--- src/rtl/div_pkg.sv ---
// Shared definitions for the multi-cycle DIV/DIVU unit.
package div_pkg;

  typedef enum logic [1:0] {
    S_IDLE = 2'd0,
    S_BUSY = 2'd1,
    S_DONE = 2'd2
  } div_state_t;

  localparam int DIV_ITER = 32;
  localparam logic [DIV_ITER-1:0] DIVZERO_LO = '1;

endpackage

--- src/rtl/div_step.sv ---
// One radix-2 restoring iteration: shift {rem,quo} left and conditionally subtract.
module div_step #(
  parameter int WIDTH = 32
) (
  input  logic [WIDTH-1:0] rem,
  input  logic [WIDTH-1:0] quo,
  input  logic [WIDTH-1:0] divisor,
  output logic [WIDTH-1:0] rem_next,
  output logic [WIDTH-1:0] quo_next
);

  // Shifted remainder needs one extra bit; it can reach 2*divisor-1.
  logic [WIDTH:0] shifted;
  logic           ge;

  always_comb begin
    shifted  = {rem, quo[WIDTH-1]};
    ge       = (shifted >= {1'b0, divisor});
    rem_next = ge ? WIDTH'(shifted - {1'b0, divisor}) : shifted[WIDTH-1:0];
    quo_next = {quo[WIDTH-2:0], ge};
  end

endmodule

--- src/rtl/div_ctrl.sv ---
// EX-stage DIV/DIVU controller: operand capture, iteration control, sign fixup, stall/ready.
module div_ctrl
  import div_pkg::*;
#(
  parameter int WIDTH = DIV_ITER
) (
  input  logic             clk,
  input  logic             rst,
  input  logic             start,
  input  logic             signed_div,
  input  logic [WIDTH-1:0] opa,
  input  logic [WIDTH-1:0] opb,
  input  logic             cancel,
  output logic             stall,
  output logic             ready,
  output logic [WIDTH-1:0] hi,
  output logic [WIDTH-1:0] lo,
  output logic [1:0]       state_dbg
);

  localparam int CW = $clog2(WIDTH);

  div_state_t       state;
  logic [CW-1:0]    count;
  logic [WIDTH-1:0] rem, quo, divisor;
  logic             neg_q, neg_r;
  logic [WIDTH-1:0] step_rem, step_quo;
  logic             sa, sb;
  logic [WIDTH-1:0] opa_mag, opb_mag;

  div_step #(.WIDTH(WIDTH)) u_step (
    .rem      (rem),
    .quo      (quo),
    .divisor  (divisor),
    .rem_next (step_rem),
    .quo_next (step_quo)
  );

  // Handshake: start is taken only in IDLE without cancel; ready pulses exactly
  // one cycle (the DONE cycle) with hi/lo already valid; stall holds EX from
  // the accepting cycle through the last iteration and drops in DONE.
  always_comb begin
    sa        = signed_div & opa[WIDTH-1];
    sb        = signed_div & opb[WIDTH-1];
    opa_mag   = sa ? -opa : opa;
    opb_mag   = sb ? -opb : opb;
    stall     = ((state == S_IDLE) & start & ~cancel) | (state == S_BUSY);
    state_dbg = state;
  end

  always_ff @(posedge clk) begin
    if (rst) begin
      state   <= S_IDLE;
      count   <= '0;
      rem     <= '0;
      quo     <= '0;
      divisor <= '0;
      neg_q   <= 1'b0;
      neg_r   <= 1'b0;
      ready   <= 1'b0;
      hi      <= '0;
      lo      <= '0;
    end else begin
      ready <= 1'b0;
      case (state)
        S_IDLE: begin
          if (start && !cancel) begin
            divisor <= opb_mag;
            quo     <= opa_mag;
            rem     <= '0;
            count   <= '0;
            neg_q   <= sa ^ sb;
            neg_r   <= sa;
            if (opb == '0) begin
              // Divide by zero is defined: no iterations, no sign fixup.
              hi    <= opa;
              lo    <= DIVZERO_LO;
              ready <= 1'b1;
              state <= S_DONE;
            end else begin
              state <= S_BUSY;
            end
          end
        end
        S_BUSY: begin
          if (cancel) begin
            state <= S_IDLE;
          end else begin
            rem   <= step_rem;
            quo   <= step_quo;
            count <= count + 1'b1;
            if (count == CW'(WIDTH - 1)) begin
              lo    <= neg_q ? -step_quo : step_quo;
              hi    <= neg_r ? -step_rem : step_rem;
              ready <= 1'b1;
              state <= S_DONE;
            end
          end
        end
        S_DONE:  state <= S_IDLE;
        default: state <= S_IDLE;
      endcase
    end
  end

endmodule

--- config.mk ---
export PLATFORM = sky130hd
export DESIGN_NAME = div_ctrl
export DESIGN_NICKNAME = d
export VERILOG_FILES = /design/src/rtl/div_pkg.sv /design/src/rtl/div_step.sv /design/src/rtl/div_ctrl.sv
export SDC_FILE = /design/constraint.sdc
export NUM_CORES = 1
export LEC_CHECK = 0
export BUFFER_PORTS_ARGS = -buffer_cell sky130_fd_sc_hd__buf_2
export CAP_MARGIN = 10
export CORE_MARGIN = 1.5
export CORE_UTILIZATION = 55
export CTS_CLUSTER_DIAMETER = 80
export DETAILED_ROUTE_END_ITERATION = 7
export HOLD_SLACK_MARGIN = 0.06
export PLACE_DENSITY = 0.76
export RECOVER_POWER = 100
export SYNTH_ARGS = -nofsm -noshare
export SYNTH_HDL_FRONTEND = slang
export SYNTH_HIERARCHICAL = 1
export SYNTH_SLANG_ARGS = --single-unit
--- constraint.sdc ---
create_clock -name clk -period 5.2 [get_ports clk]
set_input_delay 1.04 -clock clk [delete_from_list [all_inputs] [get_ports clk]]
set_output_delay 1.04 -clock clk [all_outputs]
set_load 0.01 [all_outputs]
==> results of run 1 <==
[tightest hold or removal path, cell delays in order (launching register included)]
cell and delay, ps:
dfxtp_1 310, nand2_1 50, a21oi_1 50
[what timing repair did]
item                                   CTS  global route
setup buffers                            0             0
endpoints found under the hold margin    0             0
pin swaps                                0             0
setup endpoints to repair                2            10
gates resized for setup                  1             6
[power by group through the flow]
stage	clock network (mW)	registers, mW	logic, mW
floorplan	0	1.39	0.507
global placement	0	1.41	0.633
detailed placement	0	1.41	0.643
CTS	1.41	1.38	0.649
global route	1.47	1.39	0.726
finish	1.39	1.38	0.656
[placed cells by master, fill, tap and decap left out, types with 7 or more instances in the layout]
cell type	count
a211oi_1	43
nor3_1	27
and2_0	11
clkbuf_16	17
a31oi_1	34
or3_1	16
xnor2_1	66
nor2b_1	7
o41ai_1	19
inv_1	55
nor3b_1	7
o31ai_1	29
nor4_1	13
a21oi_1	139
buf_4	16
nand4_1	16
and2_1	9
a311oi_1	11
or2_2	9
ha_1	38
buf_2	64
o211ai_1	23
nor2_1	184
clkbuf_1	71
nand3_1	18
and3_1	22
xor2_1	78
nand2_1	119
mux2_1	19
or4_1	10
a21o_1	9
dfxtp_1	170
a211o_1	13
o21ai_0	79
[sequential cells by signal (all words and copies together) (netlist names)]
register,count
neg_q,1
lo,32
hi,32
state_dbg,2
ready,1
rem,32
quo,32
divisor,32
count,5
neg_r,1
[how the worst min path moves through the flow]
| stage | from | endpoint | slack, ps | depth (start not counted) |
|---|---|---|---|---|
| 6_report | hi[11] | hi[11] | 450 | 2 |
| 3_5_place_dp | hi[5] | hi[5] | 440 | 2 |
| 5_1_grt | hi[5] | hi[5] | 470 | 2 |
| 3_3_place_gp | hi[8] | hi[8] | 440 | 2 |
| 4_1_cts | divisor[31] | divisor[31] | 460 | 2 |
| 2_1_floorplan | quo[19] | quo[19] | 430 | 2 |
[routing by layer]
metal	part of all wire (%)	vias to the layer above	track usage [%]
met2	46	329	46.41
met1	46	5387	40.35
met3	5.0	66	3.963
met5	0	-	0
met4	2.7	0	11.53
li1	-	5501	-
[final cells by class]
cell class | instances | area (um^2)
fillers | 1960 | 8235
clock inverters | 14 | 210.2
clock buffers | 17 | 425.4
well taps | 275 | 344.1
flip-flops and latches | 170 | 3403
inverters | 56 | 212.7
multi-input cells | 1158 | 7473
repair buffers | 153 | 716.9
[per-stage QoR]
step / hold slack (ps) / util [%]
2_1_floorplan: 432.3 / -
3_3_place_gp: 440.2 / 58.45
3_5_place_dp: 441.8 / 58.45
4_1_cts: 456.4 / 61.50
5_1_grt: 466.1 / 60.82
6_report: 454.5 / 60.82
[logic make-up after synthesis]
logic type,share of synthesized area [%]
AND/OR/NAND/NOR,19.70
AO/OA/AOI/OAI,25.33
buffers and inverters,7.762
flip-flops,28.84
XOR/XNOR,10.69
adder cells (fa/ha/maj),4.199
multiplexers,3.478
==> results.sh, run 1 <==
export IMPL_p_int_mw=2.398
export IMPL_crit_family="simple AND/OR/NAND/NOR gates"
export IMPL_cp_max_fo=19
export IMPL_vias=11283
export IMPL_layout_drive_gt1_share_pct=10.27
export IMPL_synth_common_cells="nor2_1, dfxtp_1, a21oi_1, nand2_1, clkbuf_1"
export IMPL_p_clk_share_pct=40.6
export IMPL_setup_viol=0
export IMPL_grt_first_pass_wirelength_um=52470
export IMPL_tritoncts="built"
export IMPL_critPathLaunch="divisor[10]"
export IMPL_cts_root_buffer="clkbuf_16"
export IMPL_synth_main_ff_cell="dfxtp_1"
export IMPL_cts_sinks=170
export IMPL_viasPerCell=6.122
export IMPL_synth_largest_area_cell="dfxtp_1"
export IMPL_r2r_start="divisor[10]"
export IMPL_antenna_cells=0
export IMPL_fin_nets=1664
export IMPL_synth_area_leaders="dfxtp_1, a21oi_1, nor2_1, xor2_1, xnor2_1"
export IMPL_comb_power_share_pct=19.1
export IMPL_cap_violations=3
export IMPL_worst_setup_path_start_kind="flop"
export IMPL_grt_max_degree=90
export IMPL_placed_area_um2=12290
export IMPL_start_util_pct=56.13
export IMPL_status="finished, violations left"
export IMPL_fin_skew_ps=24.57
export IMPL_design_area_um2=12790
export IMPL_dpl_cell_count=1812
export IMPL_p_total_mw=3.432
export IMPL_firstDrtPassIters=5
export IMPL_chipWidth_um=149.5
export IMPL_finalHoldViolations=0
export IMPL_synthArstFlopShare_pct=0
export IMPL_vdd_ir_drop_max_mv=0.2144
export IMPL_clk_pin_slew_worst_paths_ps=70
export IMPL_io_pins=137
export IMPL_worstMarginPinSlew_ps=2561
export IMPL_clock_path_buffers=2
export IMPL_layout_min_cycle_time_ps=5022
export IMPL_cp_end_kind="flop"
export IMPL_max_stage_delay_ps=590
export IMPL_synth_cells=1524
export IMPL_switching_share_pct=30.14
export IMPL_grt_remaining_overflow=0
export IMPL_worstSkewPairLatency_ps=450
export IMPL_drv_slew=207
export IMPL_r2r_setup_slack_ps=180
export IMPL_violations="max-capacitance violations, max-slew violations"
export IMPL_cp_num_cells=17
export IMPL_cp_required_ps=5560
export IMPL_syn_area_um2=11800
export IMPL_core_um2=21020
export IMPL_drtIter0Drc=768
export IMPL_antenna_found_initial=0
export IMPL_netlist_area_leader_share_pct=28.84
export IMPL_synth_seq_cells=170
export IMPL_rr_worst_depth=17
export IMPL_place_ws_ps=34.23
export IMPL_rsz0062_at_grt="false"
export IMPL_placementRows=53
export IMPL_htree_levels=4
export IMPL_holdBufCountCts=0
export IMPL_cts_buffers=17
export IMPL_routabilityCongestion=0.9892
export IMPL_wire_per_inst_um=17.75
export IMPL_grt_pass1_vias=10242
export IMPL_dp_hpwl_um=23570
export IMPL_die_y_um=149.5
export IMPL_maxSlewHeadroom_pct=-71.39
export IMPL_synth_most_common_cell="nor2_1"
export IMPL_crit_arrival_ps=5390
export IMPL_port_buffers=136
export IMPL_ys_seq_area_share_pct=28.84
export IMPL_powerDensity_nw_per_um2=268.4
export IMPL_fmax_ghz=0.1991
export IMPL_track_usage_pct=29.34
export IMPL_wl_um=32710
export IMPL_areaGrowthSynthToFinish_pct=8.355
export IMPL_leakagePower_nw=4.986
export IMPL_synth_warnings=6
export IMPL_path_buf_inv=2
export IMPL_antenna_left=0
export IMPL_syn_avg_cell_area_um2=7.743
export IMPL_finalSetupTns_ps=0
export IMPL_pwr_share_seq_pct=40.3
export IMPL_drc_errors=0
export IMPL_r2r_end="hi[17]"
export IMPL_slowest_stage="or4_1"
export IMPL_synth_edf_count=0
export IMPL_finalNonFillerCells=1843
export IMPL_path_cells="inv_1 > ha_1 > nand4_1 > nor3_2 > o211ai_1 > nor4b_4 > o21ai_2 > a31oi_4 > o21a_4 > inv_4 > mux2_2 > or4_1 > or2_2 > o41ai_1 > xor2_1 > a211o_1 > a21oi_1"
export IMPL_die_area_um2=22340
export IMPL_fin_crit_sh_pct=96.58
export IMPL_hp_class="flop to flop"
export IMPL_p_sw_mw=1.035
export IMPL_setup_ws_ps=178.1
export IMPL_synth_fp_nets=1632
export IMPL_path_class="flop to flop"
export IMPL_cp_endpoint="hi[17]"
export IMPL_synth_cell_types=78
No activity file was read; power rests on OpenSTA's default activity.
==> run 2, diff against run 1 <==
--- a/config.mk
+++ b/config.mk
@@ -7,14 +7,18 @@
 export LEC_CHECK = 0
 export BUFFER_PORTS_ARGS = -buffer_cell sky130_fd_sc_hd__buf_2
 export CAP_MARGIN = 10
+export CELL_PAD_IN_SITES_DETAIL_PLACEMENT = 1
+export CELL_PAD_IN_SITES_GLOBAL_PLACEMENT = 1
+export CORE_ASPECT_RATIO = 1.2
 export CORE_MARGIN = 1.5
-export CORE_UTILIZATION = 55
+export CORE_UTILIZATION = 44
 export CTS_CLUSTER_DIAMETER = 80
 export DETAILED_ROUTE_END_ITERATION = 7
 export HOLD_SLACK_MARGIN = 0.06
-export PLACE_DENSITY = 0.76
+export PLACE_DENSITY_LB_ADDON = 0.1
 export RECOVER_POWER = 100
 export SYNTH_ARGS = -nofsm -noshare
 export SYNTH_HDL_FRONTEND = slang
 export SYNTH_HIERARCHICAL = 1
 export SYNTH_SLANG_ARGS = --single-unit
+export TNS_END_PERCENT = 30
==> run 2 against run 1 <==
Compared with the run above:
- the run still ends with max-capacitance violations, max-slew violations left
- clock power about the same
- clock skew decreased by 13 ps
- utilization down 11 points
- clock-buffer cell count rose by 1
- first-iteration DRC count decreased by 36%
- fmax up 1.8%
- critical endpoint is now hi[24]
==> results.sh, run 2 (synthesis results as in run 1) <==
export IMPL_worstMarginPinSlew_ps=2119
export IMPL_max_stage_delay_ps=480
export IMPL_grt_first_pass_wirelength_um=59160
export IMPL_maxSlewHeadroom_pct=-41.27
export IMPL_status="finished, violations left"
export IMPL_drc_errors=0
export IMPL_mostFrequentLayoutCell="nor2_1"
export IMPL_violations="max-capacitance violations, max-slew violations"
export IMPL_setup_viol=0
export IMPL_antenna_found_initial=1
export IMPL_wire_per_inst_um=19.09
export IMPL_drv_slew=167
export IMPL_grt_max_degree=91
export IMPL_critPathLaunch="divisor[7]"
export IMPL_placementRows=65
export IMPL_cts_sinks=170
export IMPL_slowest_stage="o41ai_1"
export IMPL_powerDensity_nw_per_um2=265.2
export IMPL_holdBufCountCts=0
export IMPL_postCtsSetupBuffers=0
export IMPL_r2r_start="divisor[7]"
export IMPL_fin_crit_sh_pct=94.87
export IMPL_htree_levels=4
export IMPL_vdd_ir_drop_max_mv=0.2088
export IMPL_crit_arrival_ps=5290
export IMPL_layout_drive_gt1_share_pct=12.51
export IMPL_cts_buffers=17
export IMPL_cap_violations=3
export IMPL_cp_endpoint="hi[24]"
export IMPL_path_buf_inv=3
export IMPL_path_class="flop to flop"
export IMPL_grt_remaining_overflow=0
export IMPL_drtIter0Drc=490
export IMPL_firstDrtPassIters=5
export IMPL_layout_min_cycle_time_ps=4933
export IMPL_crit_family="compound AO/OA/AOI/OAI gates"
export IMPL_core_um2=26350
export IMPL_routabilityCongestion=0.8816
export IMPL_fin_nets=1686
export IMPL_port_buffers=136
export IMPL_holdWs_ps=451.6
export IMPL_r2r_end="hi[24]"
export IMPL_cts_resized=0
export IMPL_areaGrowthSynthToFinish_pct=10.54
export IMPL_tritoncts="built"
export IMPL_viasPerCell=5.835
export IMPL_rr_worst_depth=19
export IMPL_vias=11245
export IMPL_hp_class="flop to flop"
export IMPL_r2r_setup_slack_ps=270
export IMPL_dp_hpwl_um=27220
export IMPL_wl_met1_um=16040
export IMPL_die_y_um=182.4
export IMPL_grt_pass1_vias=11066
export IMPL_cp_num_cells=19
export IMPL_chipWidth_um=152.5
export IMPL_p_total_mw=3.460
export IMPL_antenna_left=0
export IMPL_start_util_pct=44.78
export IMPL_fin_skew_ps=12.00
export IMPL_clk_pin_slew_worst_paths_ps=70
export IMPL_cp_required_ps=5550
export IMPL_wl_um=36790
export IMPL_worst_setup_path_start_kind="flop"
export IMPL_track_usage_pct=26.29
export IMPL_cts_root_buffer="clkbuf_16"
export IMPL_clock_path_buffers=2
export IMPL_top_layer="met4"
export IMPL_worstSkewPairLatency_ps=440
export IMPL_cp_end_kind="flop"
export IMPL_fmax_ghz=0.2027
export IMPL_final_cell_mix="nor2_1, dfxtp_1, a21oi_1"
export IMPL_cp_max_fo=10
export IMPL_io_pins=137
export IMPL_wl_met3_um=990
export IMPL_path_cells="inv_1 > ha_1 > a21oi_2 > a211oi_1 > or3_4 > nor4b_4 > o21ai_2 > a31oi_4 > o21a_4 > buf_4 > mux2i_1 > inv_1 > ha_1 > or3b_2 > or2_2 > o41ai_1 > xor2_1 > a211o_1 > a21oi_1"
export IMPL_finalHoldViolations=0
export IMPL_leakagePower_nw=5.067
export IMPL_wl_met2_um=18900
export IMPL_die_area_um2=27810
run 2: worst min path at each step:
| stage | startpoint | to | slack (ps) | cells past startpoint |
|---|---|---|---|---|
| 2_1_floorplan | quo[19] | quo[19] | 430 | 2 |
| 3_3_place_gp | hi[4] | hi[4] | 440 | 2 |
| 3_5_place_dp | hi[4] | hi[4] | 440 | 2 |
| 4_1_cts | hi[4] | hi[4] | 450 | 2 |
| 5_1_grt | divisor[31] | divisor[31] | 470 | 2 |
| 6_report | hi[4] | hi[4] | 450 | 2 |
run 2: where the power goes:
group | internal, mW | switching [mW] | total (mW)
registers | 1.34 | 0.0411 | 1.38
clock network | 0.808 | 0.581 | 1.39
logic | 0.259 | 0.430 | 0.689
total | 2.41 | 1.05 | 3.46
run 2: metal layers:
metal  track usage (%)  vias to the layer above
met4             8.654                        0
met3             3.040                       51
met1             32.03                     5464
met5                 0                        -
met2             47.95                      197
li1                  -                     5533
run 2: layout make-up:
type | count | area (um^2)
repair buffers | 175 | 873.3
diodes | 1 | 2.502
flip-flops and latches | 170 | 3403
inverters | 56 | 212.7
multi-input cells | 1158 | 7508
clock buffers | 18 | 429.2
fillers | 3338 | 13310
well taps | 335 | 419.2
clock inverters | 14 | 195.2
run 2: metrics by stage:
step	setup slack [ps]	area [um^2]	setup TNS, ps	util, %	instances
5_1_grt	-5.676	13040	-5.676	49.50	1927
4_1_cts	152.7	13160	0	49.92	1926
2_1_floorplan	450.7	11800	0	-	1524
3_5_place_dp	188.6	12530	0	47.55	1894
6_report	266.6	13040	0	49.50	1927
3_3_place_gp	246.3	12530	0	47.55	1894
run 2: worst register-to-register path, cell delays in order, from the launching register on:
cell and delay, ps:
dfxtp_1 330, inv_1 40, ha_1 330, a21oi_2 240, a211oi_1 110, or3_4 390, nor4b_4 390, o21ai_2 130
a31oi_4 220, o21a_4 180, buf_4 160, mux2i_1 130, inv_1 130, ha_1 160, or3b_2 450, or2_2 430
o41ai_1 490, xor2_1 130, a211o_1 300, a21oi_1 120
